<file path="src/rtl/uart_frame_arbiter.sv">
// Round-robin arbiter that frames packets from four sources onto the shared UART TX FIFO write port.
// Frame layout: HEADER, source ID, length, payload bytes, 8-bit additive checksum (header excluded).
module uart_frame_arbiter #(
    parameter logic [7:0] HEADER = 8'hAA,
    parameter int         MAXLEN = 16
) (
    input  logic        CLK,
    input  logic        RSTn,
    input  logic [3:0]  Req,
    input  logic [19:0] Len,
    input  logic [31:0] Pay_Dat,
    output logic [3:0]  Grant,
    output logic [3:0]  Rd_Idx,
    output logic [3:0]  Done,
    input  logic        Full_sig,
    output logic        WR_Req_sig,
    output logic [7:0]  FIFO_WR_Dat
);

    localparam logic [2:0] IDLE = 3'd0;
    localparam logic [2:0] HDR  = 3'd1;
    localparam logic [2:0] ID   = 3'd2;
    localparam logic [2:0] LEN  = 3'd3;
    localparam logic [2:0] PAY  = 3'd4;
    localparam logic [2:0] CSUM = 3'd5;
    localparam logic [2:0] DONE = 3'd6;

    localparam logic [4:0] MAXLEN_L = 5'(MAXLEN);

    logic [2:0] state;
    logic [1:0] gnt_idx;
    logic [1:0] rr_ptr;
    logic [1:0] pick;
    logic [4:0] len_q;
    logic [7:0] sum;
    logic [4:0] len_raw;
    logic [4:0] len_clamp;
    logic [7:0] pay_byte;
    logic       req_any;
    logic       emit;
    logic       last_pay;

    // Scan downward so the requester closest above rr_ptr is the last (winning) assignment.
    always_comb begin
        pick = rr_ptr;
        for (int i = 3; i >= 0; i--) begin
            if (Req[rr_ptr + 2'(i)]) begin
                pick = rr_ptr + 2'(i);
            end
        end
    end

    assign req_any = |Req;

    always_comb begin
        case (pick)
            2'd0:    len_raw = Len[4:0];
            2'd1:    len_raw = Len[9:5];
            2'd2:    len_raw = Len[14:10];
            default: len_raw = Len[19:15];
        endcase
    end

    assign len_clamp = (len_raw > MAXLEN_L) ? MAXLEN_L : len_raw;

    always_comb begin
        case (gnt_idx)
            2'd0:    pay_byte = Pay_Dat[7:0];
            2'd1:    pay_byte = Pay_Dat[15:8];
            2'd2:    pay_byte = Pay_Dat[23:16];
            default: pay_byte = Pay_Dat[31:24];
        endcase
    end

    assign emit       = (state == HDR) || (state == ID) || (state == LEN) ||
                        (state == PAY) || (state == CSUM);
    assign WR_Req_sig = emit && !Full_sig;
    assign last_pay   = ({1'b0, Rd_Idx} == (len_q - 5'd1));

    // Data is presented for the whole emit state so a stalled byte is simply retried.
    always_comb begin
        case (state)
            HDR:     FIFO_WR_Dat = HEADER;
            ID:      FIFO_WR_Dat = {6'b0, gnt_idx};
            LEN:     FIFO_WR_Dat = {3'b0, len_q};
            PAY:     FIFO_WR_Dat = pay_byte;
            CSUM:    FIFO_WR_Dat = sum;
            default: FIFO_WR_Dat = 8'h00;
        endcase
    end

    always_ff @(posedge CLK or negedge RSTn) begin
        if (!RSTn) begin
            state   <= IDLE;
            gnt_idx <= 2'd0;
            rr_ptr  <= 2'd0;
            len_q   <= 5'd0;
            sum     <= 8'h00;
            Rd_Idx  <= 4'd0;
            Grant   <= 4'b0000;
            Done    <= 4'b0000;
        end else begin
            Done <= 4'b0000;
            case (state)
                IDLE: begin
                    if (req_any) begin
                        gnt_idx <= pick;
                        Grant   <= 4'b0001 << pick;
                        len_q   <= len_clamp;
                        Rd_Idx  <= 4'd0;
                        sum     <= 8'h00;
                        state   <= HDR;
                    end
                end
                HDR: begin
                    if (WR_Req_sig) begin
                        state <= ID;
                    end
                end
                ID: begin
                    if (WR_Req_sig) begin
                        sum   <= sum + FIFO_WR_Dat;
                        state <= LEN;
                    end
                end
                LEN: begin
                    if (WR_Req_sig) begin
                        sum   <= sum + FIFO_WR_Dat;
                        state <= (len_q == 5'd0) ? CSUM : PAY;
                    end
                end
                PAY: begin
                    if (WR_Req_sig) begin
                        sum    <= sum + FIFO_WR_Dat;
                        Rd_Idx <= Rd_Idx + 4'd1;
                        if (last_pay) begin
                            state <= CSUM;
                        end
                    end
                end
                CSUM: begin
                    if (WR_Req_sig) begin
                        Done  <= Grant;
                        state <= DONE;
                    end
                end
                DONE: begin
                    Grant  <= 4'b0000;
                    rr_ptr <= gnt_idx + 2'd1;
                    state  <= IDLE;
                end
                default: state <= IDLE;
            endcase
        end
    end

endmodule

</file>
<file path="config.mk">
export PLATFORM = sky130hd
export DESIGN_NAME = uart_frame_arbiter
export DESIGN_NICKNAME = d
export VERILOG_FILES = /design/src/rtl/uart_frame_arbiter.sv
export SDC_FILE = /design/constraint.sdc
export NUM_CORES = 1
export LEC_CHECK = 0
export ABC_AREA = 1
export BUFFER_PORTS_ARGS = -buffer_cell sky130_fd_sc_hd__buf_4
export CAP_MARGIN = 20
export CORE_UTILIZATION = 40
export DETAILED_ROUTE_END_ITERATION = 16
export HOLD_SLACK_MARGIN = 0.1
export PLACE_DENSITY_LB_ADDON = 0.1
export SETUP_SLACK_MARGIN = 0.5
export SYNTH_ARGS = -nofsm -noshare
export SYNTH_HDL_FRONTEND = slang
export SYNTH_SLANG_ARGS = --single-unit
</file>
<file path="constraint.sdc">
create_clock -name CLK -period 3.6 [get_ports CLK]
set_clock_uncertainty 0.05 [all_clocks]
set_input_delay 0.36 -clock CLK [delete_from_list [all_inputs] [get_ports CLK]]
set_output_delay 0.36 -clock CLK [all_outputs]
set_load 0.03 [all_outputs]
</file>
==> results.md, run 1 <==
- CTS tree: done
- Tcrit/Tclk final: 83.53%
- CTS H-tree lvls: 2
- Via-to-Cell Ratio: 5.164
- Slowest stage delay, CP: 0.45 ns
- Num CTS Buffers: 5
- Worst slew pin tran: 0.7768 ns
- Post-Synth XOR/XNOR Area: 3.663%
- Layout cell share with drive strength beyond 1: 33.62%
- Chip width: 83.09 um
- Synth Instances: 380
- Core Box Area: 0.006350 mm^2
- Final setup fails: 0
- Post-synthesis simple-gate area fraction: 30.45%
- Synth async-reset ratio: 100.0%
- IO Port Bufs: 79
- Final min period: 3.007 ns
- FF+latch count, synth: 32
- DR iter-0 viols: 135
- Leakage power: 0.001845 uW
- Clk slew on worst S/H paths: 0.07 ns
- Area occupied by multi-input gates: 0.001728 mm^2
- First-pass GRT wire length: 12340 um
- Synth unique cells: 41
- Clock Latency Late Sink: 0.29 ns
- DRC: 0
- P per Cell Area: 856.8 mW/mm^2
- Sequential fraction of the synthesis area: 30.45%
- Worst slew margin: 48.02%
- Worst vdd ir: 521.5 uV
- Sum Neg Setup Slack: 0 ns
- Avg Inst Size Synth: 6.921 um^2
- Worst Path Required: 3.76 ns
- Fin cells: 550
- Std-Cell Rows: 29
- Root Driver: clkbuf_8
- Fmax: 332.5 MHz
- Layout area overhead: 39.53%
- Synth Flop Type: dfrtp_1
- HPWL Detailed: 5926 um
- Initial antenna violation count: 0
- Diode count: 0
- Synth Area in Adders: 8.373%
- Kind of start point of the critical path: flop
- Area share of the largest cell type after synthesis: 30.45%
- Synth Area in Compound Gates: 16.79%
- Number of fill cells in the layout: 599
- Outcome: completed
- WS Path Type: flop to flop
- CTS max path bufs: 2
- Vias in the first global route: 2591
- Num Clock Sinks: 32
- Post-route ant nets: 0
- Crit end category: flop
- WL final: 7699 um
- Global route overflow: 0
- Post-synth EDFFs: 0
- Total track usage: 22.25%
- Die area: 0.006903 mm^2
- Syn nets: 456
- Starting Density: 41.42%
- Reg area: 804.5 um^2
- Via count: 2840
- Synth area leaders: dfrtp_1, nand2_1, ha_1
- Hold violation count in the final report: 0
- Routability congestion estimate: 0.8856
- CP max FO: 8
- YS warnings: 0
- Final Max Tran Viols: 0
- Max Cap Viol: 0
- Avg WL per Cell: 14.00 um
- HP Class: primary input to flop
- I/O Pins: 80
- RSZ-0062 raised after global routing: true
- Post-Syn Area: 0.002630 mm^2
- Number of nets in the layout: 548
- Drt pass-1 iters: 4
- Crit-path cells: inv_2 > ha_4 > a221oi_4 > o22ai_2 > a221oi_2 > nor2_2 > ha_4 > fa_2 > a21oi_2 > o21bai_1 > nand2_1 > nand2_1 > a21oi_2 > xnor2_1 > o21ai_1 > o21ai_1
- CP Data Arrival Time: 3.17 ns
- Height of the chip: 83.09 um
- Mux cell area share after synthesis: 0%
- Placed cell count: 529
- Synth area leader: dfrtp_1
- Slowest-stage cell, CP: dfrtp_2
- Largest net degree at the start of global routing: 33
- Largest family of logic cells by synthesized area: simple AND/OR/NAND/NOR gates
[metal layers]
layer	part of all wire, %	track usage, %	wire length (um)	vias to the layer above
met5	0	0	0	-
met4	1.7	6.583	133	0
met3	6.7	3.976	518	16
met2	44	34.80	3419	103
met1	47	31.43	3628	1282
li1	-	-	-	1439
[cell usage after synthesis, types with 5 or more instances]
cell,instances
a31oi_1,5
nand2_2,8
ha_1,16
inv_1,47
nand4_1,6
xnor2_1,7
clkbuf_1,7
dfrtp_1,32
nor2_1,24
nor3_1,5
nand2_1,105
nand3_1,21
a21oi_1,19
o21ai_0,32
[placed cells by master, fill, tap and decap left out, types with 4 or more instances in the layout]
master | Yosys | layout
nand4_1 | 6 | 6
nand2_4 | 3 | 4
a21oi_2 | 1 | 5
ha_1 | 16 | 11
nor2_1 | 24 | 20
ha_4 | 0 | 5
nor2_2 | 1 | 4
xor2_1 | 4 | 4
nand3_1 | 21 | 21
inv_1 | 47 | 41
xnor2_1 | 7 | 7
nand2_2 | 8 | 9
clkbuf_8 | 0 | 5
a21oi_1 | 19 | 15
inv_4 | 2 | 4
nor3_1 | 5 | 5
dfrtp_1 | 32 | 29
buf_4 | 0 | 93
o21ai_1 | 3 | 6
nand2_1 | 105 | 103
inv_2 | 4 | 7
o21ai_0 | 32 | 28
[critical path, delay by kind of cell, from the launching register on]
kind | cells | cell delay, ns
xor gates and xnor gates | 1 | 0.12
DFF | 1 | 0.45
and+or+nand+nor | 3 | 0.26
buffers and inverters | 1 | 0.10
AOI/OAI and AO/OA | 8 | 1.18
adders and majority gates | 3 | 0.76
[per-stage QoR]
| stage | area [um^2] | worst slack, ns | power [uW] | hold slack [ns] | utilization, % |
|---|---|---|---|---|---|
| final | 3670 | 0.5929 | 3144 | 0.3863 | 57.79 |
| after global routing | 3670 | 0.3697 | 3404 | 0.4047 | 57.79 |
| after CTS | 3492 | 0.4768 | 2974 | 0.3804 | 55.00 |
| after detailed placement | 3301 | 0.3023 | 2558 | 0.2792 | 51.98 |
| after global placement | 3301 | 0.4256 | 2538 | 0.2793 | 51.98 |
| after floorplan | 2655 | 0.5051 | 2105 | 0.01441 | - |
[power by group]
part           internal, uW  switching (uW)
combinational           805            1360
sequential              476             159
clock                   205             140
[state kept, by name (all words and copies together), names as in the netlist]
register,flops
sum,8
Rd_Idx,4
rr_ptr,2
len_q,5
Done,4
Grant,4
gnt_idx,2
state,3
[path summary, 6_finish.rpt]
kind,from,end,slack [ns],depth (start not counted)
setup / recovery,gnt_idx[0],sum[6],0.59,16
hold / removal,Full_sig,state[1],0.39,3
setup reg to reg,gnt_idx[0],sum[6],0.59,16
hold reg to reg,sum[6],sum[6],0.48,2
max in group asynchronous,RSTn,gnt_idx[1],2.66,2
min in group asynchronous,RSTn,sum[7],0.49,2
[logic make-up (layout without fill, tap and decap cells)]
group	Yosys count	after routing
buffers and inverters	63	156
adders and majority gates	17	17
AOI/OAI and AO/OA	76	76
DFF	32	32
xor gates and xnor gates	11	11
and+or+nand+nor	181	181
[repair_timing]
item | 4_1_cts | 5_1_grt
gates resized for setup | 10 | 31
endpoints found under the hold margin | 32 | 0
hold buffers | 1 | 0
setup buffers | 4 | 8
cloned | 0 | 0
pin swaps | 0 | 7
setup endpoints to repair | 3 | 3
[layout make-up]
type,count,area share (%)
repair buffers,94,19.30
clock inverters,3,1.159
multi-input cells,285,47.08
well taps,77,2.625
clock buffers,5,1.875
flip-flops and latches,32,21.92
inverters,54,6.035
Power figures use the tool's default switching activity.
==> inputs of run 2 (changes only) <==
clock period = 2.6 ns   (was 3.6 ns; I/O delays follow)
==> results.md, run 2 (synthesis gave the netlist of run 1 again) <==
- Starting Density: 41.42% (unchanged)
- RSZ-0062 raised after global routing: true
- Worst Path Required: 2.77 ns (-0.99 ns)
- Layout area overhead: 69.03%
- DR iter-0 viols: 120 (-11%)
- Sum Neg Setup Slack: -1.050 ns (-1.050 ns)
- P_sw: 2792 uW (+68%)
- Slowest stage delay, CP: 0.44 ns (about the same)
- Buf+Inv Stages, Crit Path: 2 (+1)
- Num CTS Buffers: 5 (unchanged)
- Num Clock Sinks: 32 (unchanged)
- Internal: 2879 uW (+94%)
- Violated checks: negative setup slack
- Core Box Area: 0.006350 mm^2 (unchanged)
- HP Class: primary input to flop
- Slowest-stage cell, CP: dfrtp_2
- Design Area, Final: 0.004446 mm^2 (+21%)
- Drt pass-1 iters: 7 (+3)
- Crit-path cells: buf_12 > ha_4 > clkinv_4 > nand2_2 > a221oi_4 > o22ai_2 > a221oi_2 > nor2_2 > ha_2 > fa_2 > a21oi_2 > o21bai_2 > nand2_1 > nand2_1 > a21oi_2 > xnor2_1 > o21ai_1 > o21ai_1
- Crit end category: flop
- Avg WL per Cell: 14.58 um (+4.1%)
- First-pass GRT wire length: 13830 um (+12%)
- Clk slew on worst S/H paths: 0.07 ns (about the same)
- Total track usage: 24.93% (+2.7 points)
- Die area: 0.006903 mm^2 (unchanged)
- Kind of start point of the critical path: flop
- Height of the chip: 83.09 um (unchanged)
- Routability congestion estimate: 0.8908 (+0.59%)
- CTS max path bufs: 2 (unchanged)
- Via-to-Cell Ratio: 5.139 (-0.47%)
- Layout cell share with drive strength beyond 1: 50.28% (+17 points)
- Max reg flops: 8 (unchanged)
- Placed cell count: 573 (+8.3%)
- Placed cell area: 0.003682 mm^2 (+12%)
- I/O Pins: 80 (unchanged)
- Clock Latency Late Sink: 0.29 ns (about the same)
- Leading cell type in the layout, fill and taps excluded: buf_4
- P per Cell Area: 1276 mW/mm^2 (+49%)
- Global route overflow: 0 (unchanged)
- Comb pwr share: 76.2% (+7.4 points)
- Via count: 3135 (+10%)
- Post-route ant nets: 0 (unchanged)
- Worst slew pin tran: 0.5415 ns (-0.2353 ns)
- Std-Cell Rows: 29 (unchanged)
- Largest net degree at the start of global routing: 33 (unchanged)
- Leakage power: 0.002202 uW (+19%)
- Most frequent cells in the layout: buf_4, nand2_1, inv_1
- Final Max Tran Viols: 0 (unchanged)
- Worst slew margin: 63.57% (+16 points)
- CP Data Arrival Time: 3.15 ns (-0.02 ns)
- Final setup fails: 5 (+5)
- Cell family with most CP delay: compound AO/OA/AOI/OAI gates
- Clock share of power: 8.4% (-2.6 points)
- CTS H-tree lvls: 2 (unchanged)
- Initial antenna violation count: 0 (unchanged)
- WS Path Type: flop to flop
- CP max FO: 4 (-4)
- Reg with most FFs: sum
- Worst setup margin: -0.3740 ns (-0.9669 ns)
- Worst vdd ir: 1043 uV (+100%)
- Chip width: 83.09 um (unchanged)
- Diode count: 0 (unchanged)
- Top flop regs: sum: 8 flops, len_q: 5 flops
- Tcrit/Tclk final: 114.4% (+31 points)
- Flop pwr share: 15.4% (-4.8 points)
- Root Driver: clkbuf_8
- Net Sw Frac: 49.24% (-3.5 points)
- IO Port Bufs: 79 (unchanged)
- CTS tree: done
- Hold slack: 0.3232 ns (-0.06311 ns)
- WL final: 8892 um (+15%)
- Number of nets in the layout: 608 (+11%)
- Vias in the first global route: 3036 (+17%)
- DRC: 0 (unchanged)
- Hold violation count in the final report: 0 (unchanged)
- Max Cap Viol: 0 (unchanged)
- HPWL Detailed: 6351 um (+7.2%)
- Outcome: finished, violations left
- Fin cells: 610 (+11%)
- Fmax: 336.2 MHz (+1.1%)
- Final min period: 2.974 ns (-0.03305 ns)
[run 2: cell count changes in the layout (fill, tap and decap cells not counted), sizes merged]
cell and change:
clkinv +2, clkbuf +1, inv -1, clkinvlp -2, buf +59, nand2 +1
[run 2: worst reg2reg max path, stage by stage, from the launching register on]
cell	delay, ns
dfrtp_2	0.44
buf_12	0.14
ha_4	0.16
clkinv_4	0.05
nand2_2	0.05
a221oi_4	0.19
o22ai_2	0.12
a221oi_2	0.20
nor2_2	0.08
ha_2	0.20
fa_2	0.36
a21oi_2	0.15
o21bai_2	0.09
nand2_1	0.10
nand2_1	0.07
a21oi_2	0.13
xnor2_1	0.13
o21ai_1	0.09
o21ai_1	0.11
[run 2: what timing repair did]
action | in CTS | in global routing
gates cloned | 1 | 0
hold buffers | 1 | 0
pin swaps | 20 | 48
resized for setup | 47 | 72
setup buffers | 18 | 9
setup endpoints to repair | 20 | 24
endpoints found under the hold margin | 32 | 0
[run 2: layout make-up]
cell class / instances / area (um^2)
Multi-Input combinational cell: 286 / 1959
Clock buffer: 6 / 72.57
Tap cell: 77 / 96.34
Clock inverter: 2 / 35.03
Inverter: 54 / 227.7
Fill cell: 514 / 1904
Sequential cell: 32 / 808.3
Timing Repair Buffer: 153 / 1246
[run 2: per-layer routing]
metal / GRT usage (%) / wire, um / share of wire [%] / vias up
met1: 32.09 / 3948 / 44 / 1483
met4: 7.053 / 123 / 1.4 / 0
met5: 0 / 0 / 0 / -
met2: 42.32 / 4412 / 50 / 85
met3: 5.070 / 407 / 4.6 / 14
li1: - / - / - / 1553
[run 2: power by group through the flow]
| stage | registers (uW) | clock network (uW) | logic, uW |
|---|---|---|---|
| 2_1_floorplan | 852 | 0 | 2170 |
| 3_3_place_gp | 852 | 0 | 3120 |
| 3_5_place_dp | 859 | 0 | 3160 |
| 4_1_cts | 852 | 490 | 3760 |
| 5_1_grt | 892 | 511 | 4670 |
| 6_report | 874 | 476 | 4320 |
[run 2: final timing paths]
kind | to | cells after the start | startpoint | slack, ns
max reg2reg | sum[6] | 18 | gnt_idx[1] | -0.37
max in group asynchronous | state[2] | 2 | RSTn | 1.76
min reg2reg | sum[6] | 2 | sum[6] | 0.48
min | Rd_Idx[2] | 4 | Full_sig | 0.32
max | sum[6] | 18 | gnt_idx[1] | -0.37
min in group asynchronous | sum[7] | 2 | RSTn | 0.40
[run 2: through the flow]
step	setup WS (ns)	util, %	power, uW
2_1_floorplan	-0.3307	-	3019
3_3_place_gp	-0.2104	57.99	3976
3_5_place_dp	-0.3470	57.99	4019
4_1_cts	-0.2802	64.61	5102
5_1_grt	-0.5173	70.01	6069
6_report	-0.3740	70.01	5670
==> inputs of run 3 (changes only) <==
--- a/constraint.sdc
+++ b/constraint.sdc
@@ -4,2 +4,2 @@
 set_output_delay 0.26 -clock CLK [all_outputs]
-set_load 0.03 [all_outputs]
+set_load 0.02 [all_outputs]
==> results.md, run 3 (synthesis gave the netlist of run 1 again) <==
- Fmax: 335.5 MHz (-0.21%)
- CP Data Arrival Time: 3.11 ns (-0.04 ns)
- Worst Path Required: 2.73 ns (-0.04 ns)
- Worst vdd ir: 835.7 uV (-20%)
- Die area: 0.006903 mm^2 (unchanged)
- Kind of start point of the critical path: flop
- Layout area overhead: 68.60%
- WS Path Type: flop to flop
- HP Class: primary input to flop
- Crit end category: flop
- Top flop regs: sum: 8 flops, len_q: 5 flops
- Worst setup margin: -0.3804 ns (-0.006344 ns)
- Diode count: 0 (unchanged)
- Most frequent cells in the layout: buf_4, nand2_1, inv_1
- HPWL Detailed: 6242 um (-1.7%)
- Max Cap Viol: 0 (unchanged)
- Vias in the first global route: 3121 (+2.8%)
- Placed cell area: 0.003677 mm^2 (-0.14%)
- Place WS: -0.4059 ns (-0.05890 ns)
- Chip width: 83.09 um (unchanged)
- Via count: 3164 (+0.93%)
- Number of fill cells in the layout: 518 (+0.78%)
- CTS tree: done
- Total track usage: 25.95% (+1.0 points)
- WL final: 9103 um (+2.4%)
- CP max FO: 7 (+3)
- Clk slew on worst S/H paths: 0.07 ns (about the same)
- Initial antenna violation count: 0 (unchanged)
- Height of the chip: 83.09 um (unchanged)
- IO Port Bufs: 79 (unchanged)
- Overall power: 5546 uW (-2.2%)
- Leading cell type in the layout, fill and taps excluded: buf_4
- Routability congestion estimate: 0.8933 (+0.28%)
- Post-route ant nets: 0 (unchanged)
- DR iter-0 viols: 146 (+22%)
- Avg WL per Cell: 15.00 um (+2.9%)
- P per Cell Area: 1251 mW/mm^2 (-2.0%)
- Leakage power: 0.002183 uW (-0.88%)
- Starting Density: 41.42% (unchanged)
- Hold slack: 0.3302 ns (+0.007007 ns)
- Design Area, Final: 0.004434 mm^2 (-0.25%)
- DRC: 0 (unchanged)
- Number of nets in the layout: 605 (-0.49%)
- CTS max path bufs: 2 (unchanged)
- Final setup fails: 6 (+1)
- CTS H-tree lvls: 2 (unchanged)
- Final min period: 2.980 ns (+0.006344 ns)
- Reg with most FFs: sum
- Core Box Area: 0.006350 mm^2 (unchanged)
- Tcrit/Tclk final: 114.6% (+0.24 points)
- Final Max Tran Viols: 0 (unchanged)
- Global route overflow: 0 (unchanged)
- Hold violation count in the final report: 0 (unchanged)
- Num CTS Buffers: 5 (unchanged)
- First-pass GRT wire length: 14520 um (+4.9%)
- Num Clock Sinks: 32 (unchanged)
- Via-to-Cell Ratio: 5.213 (+1.4%)
- RSZ-0062 raised after global routing: true
- Clock Latency Late Sink: 0.29 ns (about the same)
- Layout cell share with drive strength beyond 1: 51.32% (+1.0 points)
- Max reg flops: 8 (unchanged)
- Std-Cell Rows: 29 (unchanged)
- Outcome: finished, violations left
- Drt pass-1 iters: 5 (-2)
- Largest net degree at the start of global routing: 33 (unchanged)
- I/O Pins: 80 (unchanged)
- Violated checks: negative setup slack
- Worst slew pin tran: 0.5957 ns (+0.05423 ns)
- Root Driver: clkbuf_8
- Worst slew margin: 59.92% (-3.6 points)
-- run 3: final cells by class --
| type | instances | area, um^2 | share of cell area [%] |
|---|---|---|---|
| repair buffers | 150 | 1205 | 27.17 |
| well taps | 77 | 96.34 | 2.173 |
| flip-flops and latches | 32 | 807.0 | 18.20 |
| inverters | 54 | 225.2 | 5.079 |
| multi-input cells | 286 | 2007 | 45.26 |
| clock inverters | 1 | 7.507 | 0.1693 |
| clock buffers | 7 | 86.33 | 1.947 |
-- run 3: final timing paths --
path / endpoint / start / slack [ns] / cells past startpoint
setup / recovery: sum[7] / gnt_idx[0] / -0.38 / 19
hold / removal: Rd_Idx[2] / Full_sig / 0.33 / 4
setup reg to reg: sum[7] / gnt_idx[0] / -0.38 / 19
hold reg to reg: Done[2] / Grant[2] / 0.48 / 2
max in group asynchronous: gnt_idx[0] / RSTn / 1.75 / 2
min in group asynchronous: sum[1] / RSTn / 0.40 / 2
-- run 3: routing by layer --
layer	routed length (um)	track usage [%]	part of all wire [%]	vias up
met5	0	0	0	-
met4	203	7.053	2.2	0
met3	482	4.672	5.3	20
met2	4457	43.96	49	100
met1	3960	34.01	44	1499
li1	-	-	-	1545
-- run 3: where the power goes --
group	internal, uW	switching [uW]
Sequential	662	214
Clock	215	190
Combinational	1900	2370
Total	2770	2770
-- run 3: through the flow --
stage / utilization, % / TNS (ns) / cells
floorplan: - / -0.8153 / 380
global placement: 57.91 / -0.7294 / 573
detailed placement: 57.91 / -1.190 / 573
CTS: 66.33 / -1.039 / 602
global route: 69.83 / -2.084 / 607
finish: 69.83 / -1.221 / 607
-- run 3: critical path: stages (launching register included) --
cell and delay, ns:
dfrtp_2 0.48, inv_4 0.12, ha_4 0.16, buf_6 0.13, nand2_2 0.07, a31oi_4 0.17
a21oi_2 0.07, a31oi_4 0.21, ha_4 0.23, a21oi_2 0.14, nor2_1 0.07, nor2_1 0.12
nor2_2 0.06, o21ai_1 0.12, nand2_1 0.11, nand2_1 0.11, nand2_1 0.08, a21oi_2 0.15
xor2_1 0.15, o21ai_1 0.08
-- run 3: repair_timing --
action / CTS / global route
hold endpoints to repair: 32 / 0
buffers inserted: 19 / 5
hold buffers: 1 / 0
gates resized for setup: 73 / 52
setup endpoints to repair: 20 / 23
pin swaps: 26 / 48
gates cloned: 1 / 0
